File: config.mk
export PLATFORM = sky130hd
export DESIGN_NAME = fetch_unit
export DESIGN_NICKNAME = d
export VERILOG_FILES = /design/src/rtl/isa_pkg.sv /design/src/rtl/fetch_unit.sv
export SDC_FILE = /design/constraint.sdc
export NUM_CORES = 1
export LEC_CHECK = 0
export CAP_MARGIN = 20
export CORE_MARGIN = 2
export CORE_UTILIZATION = 40
export CTS_BUF_LIST = sky130_fd_sc_hd__clkbuf_4 sky130_fd_sc_hd__clkbuf_8 sky130_fd_sc_hd__clkbuf_16
export CTS_CLUSTER_SIZE = 24
export DETAILED_ROUTE_END_ITERATION = 6
export PLACE_DENSITY = 0.73
export SETUP_SLACK_MARGIN = 0.05
export SKIP_LAST_GASP = 1
export SYNTH_ARGS = -nofsm -noshare
export SYNTH_HDL_FRONTEND = slang
export SYNTH_SLANG_ARGS = --single-unit
export TNS_END_PERCENT = 10
File: constraint.sdc
create_clock -name clk -period 2.1 [get_ports clk]
set_input_delay 0.21 -clock clk [delete_from_list [all_inputs] [get_ports clk]]
set_output_delay 0.21 -clock clk [all_outputs]
set_load 0.02 [all_outputs]
File: src/rtl/isa_pkg.sv
// Shared ISA definitions: instruction width, opcode field and the
// fetch-stage FSM encoding used by the front end.
package isa_pkg;

   localparam int INSTR_W = 16;
   localparam int OPC_HI  = 15;
   localparam int OPC_LO  = 12;

   localparam logic [3:0] OPCODE_LOAD  = 4'h9;
   localparam logic [3:0] OPCODE_STORE = 4'hA;
   localparam logic [3:0] OPCODE_HALT  = 4'hF;

   localparam logic [0:0] FETCH_RUN  = 1'b0;
   localparam logic [0:0] FETCH_HALT = 1'b1;

   function automatic logic [3:0] opcode_of(input logic [INSTR_W-1:0] word);
      return word[OPC_HI:OPC_LO];
   endfunction

endpackage

File: src/rtl/fetch_unit.sv
// Instruction fetch stage: owns the PC, drives a 1-cycle-latency ROM and
// registers the returned instruction for the decoder.
module fetch_unit
   import isa_pkg::*;
#(
   parameter int                ADDR_W   = 8,
   parameter logic [ADDR_W-1:0] RESET_PC = '0
) (
   input  logic               clk,
   input  logic               rst,
   output logic [ADDR_W-1:0]  imem_addr,
   input  logic [15:0]        imem_rdata,
   input  logic               stall,
   input  logic               redirect_valid,
   input  logic [ADDR_W-1:0]  redirect_pc,
   output logic [15:0]        instr,
   output logic [ADDR_W-1:0]  instr_pc,
   output logic               instr_valid,
   output logic               halted
);

   logic [ADDR_W-1:0]  pc_q, pc_d;
   logic [ADDR_W-1:0]  req_pc_q, req_pc_d;
   logic               req_v_q, req_v_d;
   logic [INSTR_W-1:0] instr_q, instr_d;
   logic [ADDR_W-1:0]  instr_pc_q, instr_pc_d;
   logic               instr_valid_q, instr_valid_d;
   logic [0:0]         state_q, state_d;

   logic hold;
   logic run;

   assign hold = stall & instr_valid_q;
   assign run  = (state_q == FETCH_RUN);

   // While holding, the response arriving now is discarded, so the same
   // address is re-issued and arrives again once the decoder accepts.
   always_comb begin
      if (!run) begin
         imem_addr = pc_q;
      end else if (redirect_valid) begin
         imem_addr = redirect_pc;
      end else if (hold) begin
         imem_addr = req_pc_q;
      end else begin
         imem_addr = pc_q;
      end
   end

   always_comb begin
      pc_d          = pc_q;
      req_pc_d      = req_pc_q;
      req_v_d       = req_v_q;
      instr_d       = instr_q;
      instr_pc_d    = instr_pc_q;
      instr_valid_d = instr_valid_q;
      state_d       = state_q;

      if (run) begin
         req_pc_d = imem_addr;
         req_v_d  = 1'b1;
         pc_d     = imem_addr + ADDR_W'(1);

         if (redirect_valid) begin
            instr_valid_d = 1'b0;
         end else if (!hold) begin
            instr_d       = imem_rdata;
            instr_pc_d    = req_pc_q;
            instr_valid_d = req_v_q;
            if (req_v_q && (opcode_of(imem_rdata) == OPCODE_HALT)) begin
               state_d = FETCH_HALT;
            end
         end
      end else begin
         // Halted: keep presenting the HALT word until it is accepted.
         req_v_d = 1'b0;
         if (instr_valid_q && !stall) begin
            instr_valid_d = 1'b0;
         end
      end
   end

   always_ff @(posedge clk) begin
      if (rst) begin
         pc_q          <= RESET_PC;
         req_pc_q      <= '0;
         req_v_q       <= 1'b0;
         instr_q       <= '0;
         instr_pc_q    <= '0;
         instr_valid_q <= 1'b0;
         state_q       <= FETCH_RUN;
      end else begin
         pc_q          <= pc_d;
         req_pc_q      <= req_pc_d;
         req_v_q       <= req_v_d;
         instr_q       <= instr_d;
         instr_pc_q    <= instr_pc_d;
         instr_valid_q <= instr_valid_d;
         state_q       <= state_d;
      end
   end

   assign instr       = instr_q;
   assign instr_pc    = instr_pc_q;
   assign instr_valid = instr_valid_q;
   assign halted      = (state_q == FETCH_HALT);

endmodule

==> results.py, run 1 <==
metrics = {
    "outcome": {
        "status": "complete, but fails checks",
        "violations": "negative setup slack",
    },
    "setup_path": {
        "cpPeakStageDelay_ps": 530,
        "slowest_stage": "clkdlybuf4s50_1",
        "reg2regPathDepth": 9,
        "r2r_start": "instr_valid$_SDFFE_PP0P_",
        "crit_chain": "clkdlybuf4s50_1 -> buf_4 -> buf_4 -> o31a_1 -> o22a_2 -> clkdlybuf4s50_1",
        "path_class": "input pin to output pin",
        "end_kind": "output pin",
        "r2r_end": "pc_q[6]$_SDFFE_PP0N_",
        "start_kind": "input pin",
        "r2r_slack_ps": 130,
        "required_ps": 1890,
        "cp_max_fo": 11,
        "worst-endpoint-arrival_ps": 2020,
    },
    "sta": {
        "finalMaxSlewViolations": 0,
        "fin_crit_sh_pct": 106,
        "fin_ws_ps": -131,
        "fin_skew_ps": 5.95,
        "period_minus_slack_ps": 2230,
        "fmax_ghz": 0.448,
        "worstMarginPinSlew_ps": 374,
        "final_hold_viol_count": 0,
        "rsz0062_at_grt": "true",
        "tns_ps": -342,
        "whs_ps": 455,
        "slew_headroom_pct": 74.4,
        "setup_viol": 3,
    },
    "route": {
        "drt-initial-drc-count": 79,
        "wl_per_cell_um": 13.0,
        "routed_wl_mm": 5.37,
        "drc_errors": 0,
        "antenna_left": 0,
        "vias_per_cell": 5.05,
        "vias": 2085,
        "drtPass1Iterations": 4,
    },
    "global_route": {
        "overflow": 0,
        "grt_usage_pct": 20.8,
        "grt_pass1_wl_mm": 8.85,
        "antenna_found_initial": 0,
        "grt_max_degree": 22,
        "grt_pass1_vias": 1874,
    },
    "synth": {
        "synth.distinct_cells": 37,
        "synthMuxAreaShare_pct": 1.59,
        "synth_xor_area_share_pct": 1.34,
        "synth_area_sq_mm": 0.00196,
        "ys_seq_elements": 43,
        "synth_area_per_cell_sq_um": 7.63,
        "synth_top_area_cell": "dfxtp_1",
        "netlist_instances": 257,
        "yosys.area_share.adder_pct": 0.638,
        "synth_top_area_share_pct": 43.9,
        "synth_top_family_by_area": "compound AO/OA/AOI/OAI gates",
        "yosys.area_share.simple_pct": 24.0,
        "ys_seq_area_share_pct": 43.9,
        "synth_compound_area_share_pct": 24.0,
        "syn_nets": 286,
        "ys_warn_count": 0,
        "ys_top_cells_by_area": "dfxtp_1 44%, nand2_1 12%, a21oi_1 9.9%",
    },
    "hold_path": {
        "hold_depth": 2,
        "hp-class": "register to register",
        "hold_path_startpoint": "instr_pc[6]$_SDFFE_PP0P_",
        "hold_end": "instr_pc[6]$_SDFFE_PP0P_",
    },
    "placement": {
        "dp.final_hpwl_mm": 4.03,
        "globalplace.congestion": 0.972,
        "pre_cts_ws_ps": -250,
        "dp_cells": 405,
        "io_buffers": 61,
    },
    "clocking": {
        "path_clk_slew_ps": 80,
        "cts_root_buffer": "clkbuf_8",
        "numCtsBuffers": 5,
        "insertion_delay_ps": 290,
        "cts_tree": "yes",
        "htree_levels": 2,
        "postCtsSetupBuffers": 0,
        "clockBufferDepth": 2,
        "clock_sinks": 43,
    },
    "power": {
        "peakVddDrop_mv": 0.323,
        "p_leak_nw": 1.20,
        "p_per_area_mw_per_mm2": 648,
    },
    "final_layout": {
        "nets": 374,
        "insertedDiodeCount": 0,
        "layout-drive-gt1-share_pct": 15.9,
        "final_cells": 413,
        "finish.utilization_pct": 63.0,
        "syn_to_final_growth_pct": 51.7,
    },
    "floorplanning": {
        "core-area_sq_mm": 0.00472,
        "ios": 62,
        "rows": 25,
        "start_util_pct": 41.5,
        "die_h_um": 74.0,
        "die_w_um": 74.0,
        "dieArea_sq_mm": 0.00548,
    },
    "run": {
        "maxCapViolCount": 0,
    },
}
-- report_power, final --
group	internal, W	switching, W	total (W)	leakage (nW)
clock	0.000245	0.000278	0.000523	0.0446
combinational	0.000249	0.000228	0.000477	0.805
sequential	0.000875	0.0000534	0.000928	0.356
total	0.00137	0.000559	0.00193	1.20
-- worst max path at each step --
stage / startpoint / end / cells after the start
3_5_place_dp: stall / pc_q[6]$_SDFFE_PP0N_ / 10
2_1_floorplan: halted$_SDFF_PP0_ / pc_q[6]$_SDFFE_PP0N_ / 9
6_report: redirect_valid / imem_addr[1] / 6
5_1_grt: stall / imem_addr[4] / 6
4_1_cts: redirect_valid / imem_addr[0] / 7
3_3_place_gp: stall / imem_addr[7] / 8
-- routing by layer --
layer,up-vias,wire (um),track usage [%]
li1,1059,-,-
met1,955,2520,27.9
met2,62,2470,33.4
met3,9,274,3.93
met4,0,103,7.68
met5,-,0,0
-- cells by family after synthesis --
kind of cell    Yosys count
simple gates            109
compound gates           75
flops                    43
buf+inv                  23
xor+xnor                  3
mux                       3
fa+ha+maj                 1
-- metrics by stage --
stage                     total power, W  area (sq um)
final                            0.00193          2980
after global routing             0.00204          2980
after CTS                        0.00195          2970
after detailed placement         0.00143          2880
after global placement           0.00142          2880
after floorplan                  0.00117          1970
-- cell type report --
cell class | instances | area (sq um)
Sequential cell | 43 | 863
Inverter | 6 | 22.5
Tap cell | 67 | 83.8
Clock inverter | 2 | 12.5
Fill cell | 420 | 1750
Clock buffer | 6 | 76.3
Timing Repair Buffer | 98 | 886
Multi-Input combinational cell | 191 | 1030
-- worst max-delay path: cells and delay by family --
kind                   cells  cell delay, ps
AO/OA/AOI/OAI              2             540
buffers and inverters      4            1270
-- flip-flops by register name, summed over array words and instances, names as in the netlist --
register	cells
req_pc_q	8
instr_valid	1
req_v_q	1
halted	1
pc_q	8
instr	16
instr_pc	8
-- synthesized netlist by cell type --
| cell | number |
|---|---|
| nand2_1 | 61 |
| dfxtp_1 | 43 |
| a21oi_1 | 39 |
| nor2_1 | 25 |
| clkbuf_1 | 11 |
| o21ai_0 | 8 |
| inv_1 | 6 |
| a211oi_1 | 5 |
| nor3_1 | 5 |
| buf_1 | 4 |
| nor2b_1 | 4 |
| o22a_1 | 4 |
| a2111oi_0 | 3 |
| and3_1 | 3 |
| nand2b_1 | 3 |
| nor4bb_1 | 3 |
| o31a_1 | 3 |
| a31oi_1 | 2 |
| and2_1 | 2 |
| buf_2 | 2 |
| mux2i_1 | 2 |
| o211ai_1 | 2 |
| o31ai_1 | 2 |
| xor2_1 | 2 |
| a2111oi_1 | 1 |
| ha_1 | 1 |
| mux2_2 | 1 |
| nand3_1 | 1 |
| nand4_1 | 1 |
| o211a_1 | 1 |
| o21ai_1 | 1 |
| o221a_2 | 1 |
| o22ai_1 | 1 |
| o311a_1 | 1 |
| o41ai_2 | 1 |
| or2_2 | 1 |
| xnor2_1 | 1 |
-- cells in the final DEF, fill, tap and decap left out, drive strengths merged, types with 2 or more instances in the layout --
master         netlist  layout
xor2                 2       2
a211oi               5       5
nand2b               3       3
nor4bb               3       3
dlygate4sd2          0       4
dfxtp               43      43
o31a                 3       3
a21oi               39      39
o211ai               2       2
clkbuf              11       6
nor2                25      25
nor3                 5       5
buf                  6      37
a2111oi              4       4
inv                  6       6
and2                 2       2
nand2               61      61
mux2i                2       2
clkdlybuf4s50        0      56
o22a                 4       4
and3                 3       3
o21ai                9       9
o31ai                2       2
a31oi                2       2
nor2b                4       4
-- what timing repair did --
| action | in CTS | in global routing |
|---|---|---|
| gates resized for setup | 6 | 2 |
| setup endpoints to repair | 9 | 14 |
| gates cloned | 0 | 0 |
| hold buffers | 0 | 0 |
(Power assumes the default switching activity.)
==> run 2, diff against run 1 <==
--- a/config.mk
+++ b/config.mk
@@ -11,7 +11,7 @@
 export CTS_BUF_LIST = sky130_fd_sc_hd__clkbuf_4 sky130_fd_sc_hd__clkbuf_8 sky130_fd_sc_hd__clkbuf_16
 export CTS_CLUSTER_SIZE = 24
 export DETAILED_ROUTE_END_ITERATION = 6
-export PLACE_DENSITY = 0.73
+export PLACE_DENSITY_LB_ADDON = 0.3
 export SETUP_SLACK_MARGIN = 0.05
 export SKIP_LAST_GASP = 1
 export SYNTH_ARGS = -nofsm -noshare
==> run 2 against run 1 <==
Register-to-register slack worse by 50 ps. Maximum frequency is 0.90% lower. The run still ends with negative setup slack left. Final area is 0.17% lower. First-iteration DRC count up 59%. Clock power is 12% higher. Global-route usage is 0.30 points higher. Largest cell class unchanged. Worst setup slack lost 20 ps.
==> results.py, run 2 (synthesized netlist as in run 1, its figures left out) <==
metrics = {
    "outcome": {
        "status": "complete, but fails checks",
        "violations": "negative setup slack",
    },
    "sta": {
        "setup_viol": 3,
        "whs_ps": 453,
        "final_hold_viol_count": 0,
        "fin_skew_ps": 6.19,
        "slew_headroom_pct": 64.4,
        "fmax_ghz": 0.444,
        "worstMarginPinSlew_ps": 521,
        "fin_ws_ps": -151,
        "period_minus_slack_ps": 2250,
        "finalMaxSlewViolations": 0,
        "rsz0062_at_grt": "true",
        "fin_crit_sh_pct": 107,
    },
    "clocking": {
        "insertion_delay_ps": 300,
        "cts_root_buffer": "clkbuf_8",
        "cts_tree": "yes",
        "hold_buffers": 0,
        "clock_sinks": 43,
        "path_clk_slew_ps": 80,
        "numCtsBuffers": 5,
        "htree_levels": 2,
        "clockBufferDepth": 2,
    },
    "route": {
        "antenna_left": 0,
        "wl_per_cell_um": 13.3,
        "routed_wl_mm": 5.40,
        "vias_per_cell": 5.06,
        "drtPass1Iterations": 4,
        "vias": 2060,
        "drt-initial-drc-count": 126,
        "drc_errors": 0,
    },
    "placement": {
        "globalplace.congestion": 0.917,
        "place_area_sq_mm": 0.00286,
        "pre_cts_ws_ps": -324,
        "dp.final_hpwl_mm": 3.84,
        "io_buffers": 61,
    },
    "global_route": {
        "grt_pass1_vias": 1875,
        "grt_max_degree": 36,
        "grt_usage_pct": 21.1,
        "antenna_found_initial": 0,
        "overflow": 0,
        "grt_pass1_wl_mm": 9.00,
    },
    "run": {
        "maxCapViolCount": 0,
    },
    "final_layout": {
        "regArea_sq_um": 863,
        "layout_common_cells": "61 x nand2_1, 53 x clkdlybuf4s50_1, 41 x dfxtp_1",
        "largest_reg_flops": 16,
        "syn_to_final_growth_pct": 51.4,
        "layout-drive-gt1-share_pct": 14.4,
        "final_common_cell": "nand2_1",
        "fillers": 448,
        "multi_input_area_sq_mm": 0.00103,
        "insertedDiodeCount": 0,
        "fin_area_sq_mm": 0.00297,
        "nets": 368,
    },
    "hold_path": {
        "hp-class": "input pin to register",
    },
    "power": {
        "p_per_area_mw_per_mm2": 667,
        "total_power_w": 0.00198,
        "peakVddDrop_mv": 0.422,
        "p_leak_nw": 1.20,
    },
    "floorplanning": {
        "die_h_um": 74.0,
        "start_util_pct": 41.5,
        "rows": 25,
        "core-area_sq_mm": 0.00472,
        "ios": 62,
        "dieArea_sq_mm": 0.00548,
        "die_w_um": 74.0,
    },
    "setup_path": {
        "path_class": "input pin to output pin",
        "end_kind": "output pin",
        "worst-endpoint-arrival_ps": 2040,
        "start_kind": "input pin",
        "required_ps": 1890,
        "cp_max_fo": 20,
    },
}
[run 2: worst paths after layout]
path | cells after the start | endpoint | slack, ps | start
max | 7 | imem_addr[3] | -150 | redirect_valid
min | 3 | instr[4]$_SDFFE_PP0P_ | 450 | imem_rdata[4]
max reg2reg | 7 | pc_q[7]$_SDFFE_PP0N_ | 80 | instr_valid$_SDFFE_PP0P_
min reg2reg | 2 | instr_pc[3]$_SDFFE_PP0P_ | 450 | instr_pc[3]$_SDFFE_PP0P_
[run 2: area by class of cell]
class / instances / share of cell area [%]
Multi-Input combinational cell: 191 / 34.7
Timing Repair Buffer: 92 / 29.1
Sequential cell: 43 / 29.1
Clock buffer: 7 / 3.24
Tap cell: 67 / 2.82
Inverter: 6 / 0.758
Clock inverter: 1 / 0.253
[run 2: worst max-delay path, stage by stage]
cell,delay [ps]
clkdlybuf4s50_1,510
buf_12,160
nor2b_1,230
buf_4,150
nor2_1,40
o22a_1,200
clkdlybuf4s50_1,540
[run 2: metrics by stage]
step	instances	setup TNS, ps	utilization, %
global placement	399	-2350	60.5
floorplan	257	0	-
finish	407	-253	62.9
global route	407	-958	62.9
detailed placement	399	-2890	60.5
CTS	407	-464	62.8
[run 2: timing repair]
| action | CTS | global route |
|---|---|---|
| buffers inserted | 0 | 0 |
| setup endpoints to repair | 10 | 12 |
| gates resized for setup | 8 | 2 |
[run 2: where the power goes]
group / switching, W / total [W] / leakage, nW / internal (W)
sequential: 0.0000497 / 0.000925 / 0.356 / 0.000875
combinational: 0.000229 / 0.000471 / 0.797 / 0.000242
clock: 0.000285 / 0.000584 / 0.0505 / 0.000299
[run 2: layer usage]
metal	wire length, um	track usage [%]	vias to the layer above
met2	2590	32.9	53
met4	68	6.26	0
li1	-	-	1054
met5	0	0	-
met1	2460	28.8	944
met3	290	5.42	9
==> run 3, diff against run 2 <==
==> constraint.sdc (replaced) <==
create_clock -name clk -period 2.55 [get_ports clk]
set_input_delay 0.255 -clock clk [delete_from_list [all_inputs] [get_ports clk]]
set_output_delay 0.255 -clock clk [all_outputs]
set_load 0.02 [all_outputs]
==> run 3 against run 2 <==
Final area shrank 5.6%. Critical endpoint is now imem_addr[6]. Clock power shrank 26%. Worst setup slack gained 260 ps. Register-to-register slack gained 380 ps. Largest power group unchanged. First-iteration DRC count shrank 4.0%. Sequential power shrank 18%. Largest cell class unchanged. The run now ends clean. Sequential share of layout area grew 1.6 points. Clock skew grew 5.3 ps.
==> results.py, run 3 (synthesized netlist as in run 1, its figures left out) <==
metrics = {
    "setup_path": {
        "worst-endpoint-arrival_ps": 2190,
        "cp_max_fo": 7,
        "cpPeakStageDelay_ps": 580,
        "cp_top_family": "buffers and inverters",
        "slowest_stage": "clkdlybuf4s50_1",
        "crit_buf_inv": 4,
        "r2r_end": "pc_q[6]$_SDFFE_PP0N_",
        "crit_chain": "clkdlybuf4s50_1 -> nand2_1 -> buf_4 -> o31a_1 -> o22ai_1 -> inv_1 -> clkdlybuf4s50_1",
        "required_ps": 2300,
        "r2r_slack_ps": 460,
        "end_kind": "output pin",
        "start_kind": "input pin",
        "r2r_start": "instr_valid$_SDFFE_PP0P_",
        "critPathMostFrequentCell": "clkdlybuf4s50_1",
        "path_class": "input pin to output pin",
        "reg2regPathDepth": 9,
    },
    "final_layout": {
        "final_common_cell": "nand2_1",
        "fin_area_sq_mm": 0.00281,
        "layout-drive-gt1-share_pct": 8.92,
        "finish.utilization_pct": 59.4,
        "insertedDiodeCount": 0,
        "layout_common_cells": "61 x nand2_1, 59 x clkdlybuf4s50_1, 43 x dfxtp_1",
        "largest_reg_flops": 16,
        "syn_to_final_growth_pct": 43.0,
        "nets": 353,
    },
    "hold_path": {
        "hold_path_startpoint": "instr_pc[5]$_SDFFE_PP0P_",
        "hold_end": "instr_pc[5]$_SDFFE_PP0P_",
        "hold_depth": 2,
        "hp-class": "register to register",
    },
    "global_route": {
        "grt_pass1_vias": 1818,
        "grt_usage_pct": 20.8,
        "overflow": 0,
        "grt_max_degree": 36,
        "antenna_found_initial": 0,
        "grt_pass1_wl_mm": 8.76,
    },
    "placement": {
        "dp.final_hpwl_mm": 3.90,
        "io_buffers": 61,
        "globalplace.congestion": 0.923,
        "place_area_sq_mm": 0.00272,
    },
    "floorplanning": {
        "start_util_pct": 41.5,
        "die_h_um": 74.0,
        "ios": 62,
        "die_w_um": 74.0,
        "dieArea_sq_mm": 0.00548,
        "rows": 25,
        "core-area_sq_mm": 0.00472,
    },
    "sta": {
        "worstMarginPinSlew_ps": 453,
        "final_hold_viol_count": 0,
        "tns_ps": 0,
        "fin_crit_sh_pct": 95.8,
        "slew_headroom_pct": 69.0,
        "fmax_ghz": 0.409,
        "rsz0062_at_grt": "true",
        "setup_viol": 0,
        "period_minus_slack_ps": 2440,
        "finalMaxSlewViolations": 0,
        "fin_skew_ps": 11.5,
    },
    "clocking": {
        "clock_sinks": 43,
        "numCtsBuffers": 5,
        "cts_tree": "yes",
        "cts_root_buffer": "clkbuf_8",
        "clockBufferDepth": 2,
        "path_clk_slew_ps": 70,
        "insertion_delay_ps": 300,
        "htree_levels": 2,
        "hold_buffers": 0,
    },
    "route": {
        "routed_wl_mm": 5.44,
        "antenna_left": 0,
        "vias_per_cell": 5.20,
        "drtPass1Iterations": 4,
        "drt-initial-drc-count": 121,
        "vias": 2039,
        "drc_errors": 0,
        "wl_per_cell_um": 13.9,
    },
    "outcome": {
        "status": "completed",
    },
    "run": {
        "maxCapViolCount": 0,
    },
    "power": {
        "p_per_area_mw_per_mm2": 557,
        "p_leak_nw": 1.10,
        "total_power_w": 0.00156,
        "peakVddDrop_mv": 0.298,
    },
}
-- run 3: cell types whose count changed in the layout (fill, tap and decap cells not counted), moves of 2 or more --
cell | previous run | this run
dfxtp_1 | 41 | 43
clkbuf_8 | 7 | 5
clkdlybuf4s50_1 | 53 | 59
nor4bb_1 | 1 | 3
dlygate4sd2_1 | 6 | 1
buf_12 | 2 | 0
dfxtp_2 | 2 | 0
nor4bb_2 | 2 | 0
buf_4 | 29 | 16
-- run 3: power breakdown --
part / leakage (nW) / switching, W / internal [W]
combinational: 0.700 / 0.000184 / 0.000181
sequential: 0.355 / 0.0000412 / 0.000720
clock: 0.0446 / 0.000233 / 0.000202
-- run 3: metrics by stage --
stage / hold slack [ps] / std cells / setup slack (ps)
after floorplan: 338 / 257 / 75.6
after global placement: 441 / 384 / -75.7
after detailed placement: 446 / 384 / -2.90
after CTS: 456 / 392 / 80.2
after global routing: 474 / 392 / 12.8
final: 453 / 392 / 106
-- run 3: worst max-delay path by stage --
stage                                 endpoint  cells after the start         startpoint  slack [ps]
after floorplan           pc_q[6]$_SDFFE_PP0N_                      9  halted$_SDFF_PP0_          80
after CTS                         imem_addr[5]                      6              stall          80
after global routing              imem_addr[2]                      6              stall          10
after detailed placement  pc_q[7]$_SDFFE_PP0N_                      9     redirect_valid          -3
after global placement    pc_q[7]$_SDFFE_PP0N_                      9     redirect_valid         -80
final                             imem_addr[6]                      7              stall         110
-- run 3: tightest hold or removal path, cell delays in order, from the launching register on --
cell	delay (ps)
dfxtp_1	310
nand2_1	50
a21oi_1	50
-- run 3: repair_timing --
item	CTS	global route
cloned	0	0
hold endpoints to repair	0	0
setup endpoints to repair	1	4
buffers inserted	0	0
gates resized for setup	1	1
-- run 3: cell type report --
cell class,instances,area (sq um)
clock inverters,2,12.5
repair buffers,77,732
multi-input cells,191,1020
inverters,6,22.5
fillers,446,1920
clock buffers,6,76.3
well taps,67,83.8
flip-flops and latches,43,861
-- run 3: per-layer routing --
layer / track usage, % / part of all wire [%] / routed length (um)
met1: 27.2 / 43 / 2320
met2: 33.2 / 48 / 2600
met3: 5.42 / 7.3 / 399
met4: 7.68 / 2.1 / 113
met5: 0 / 0 / 0
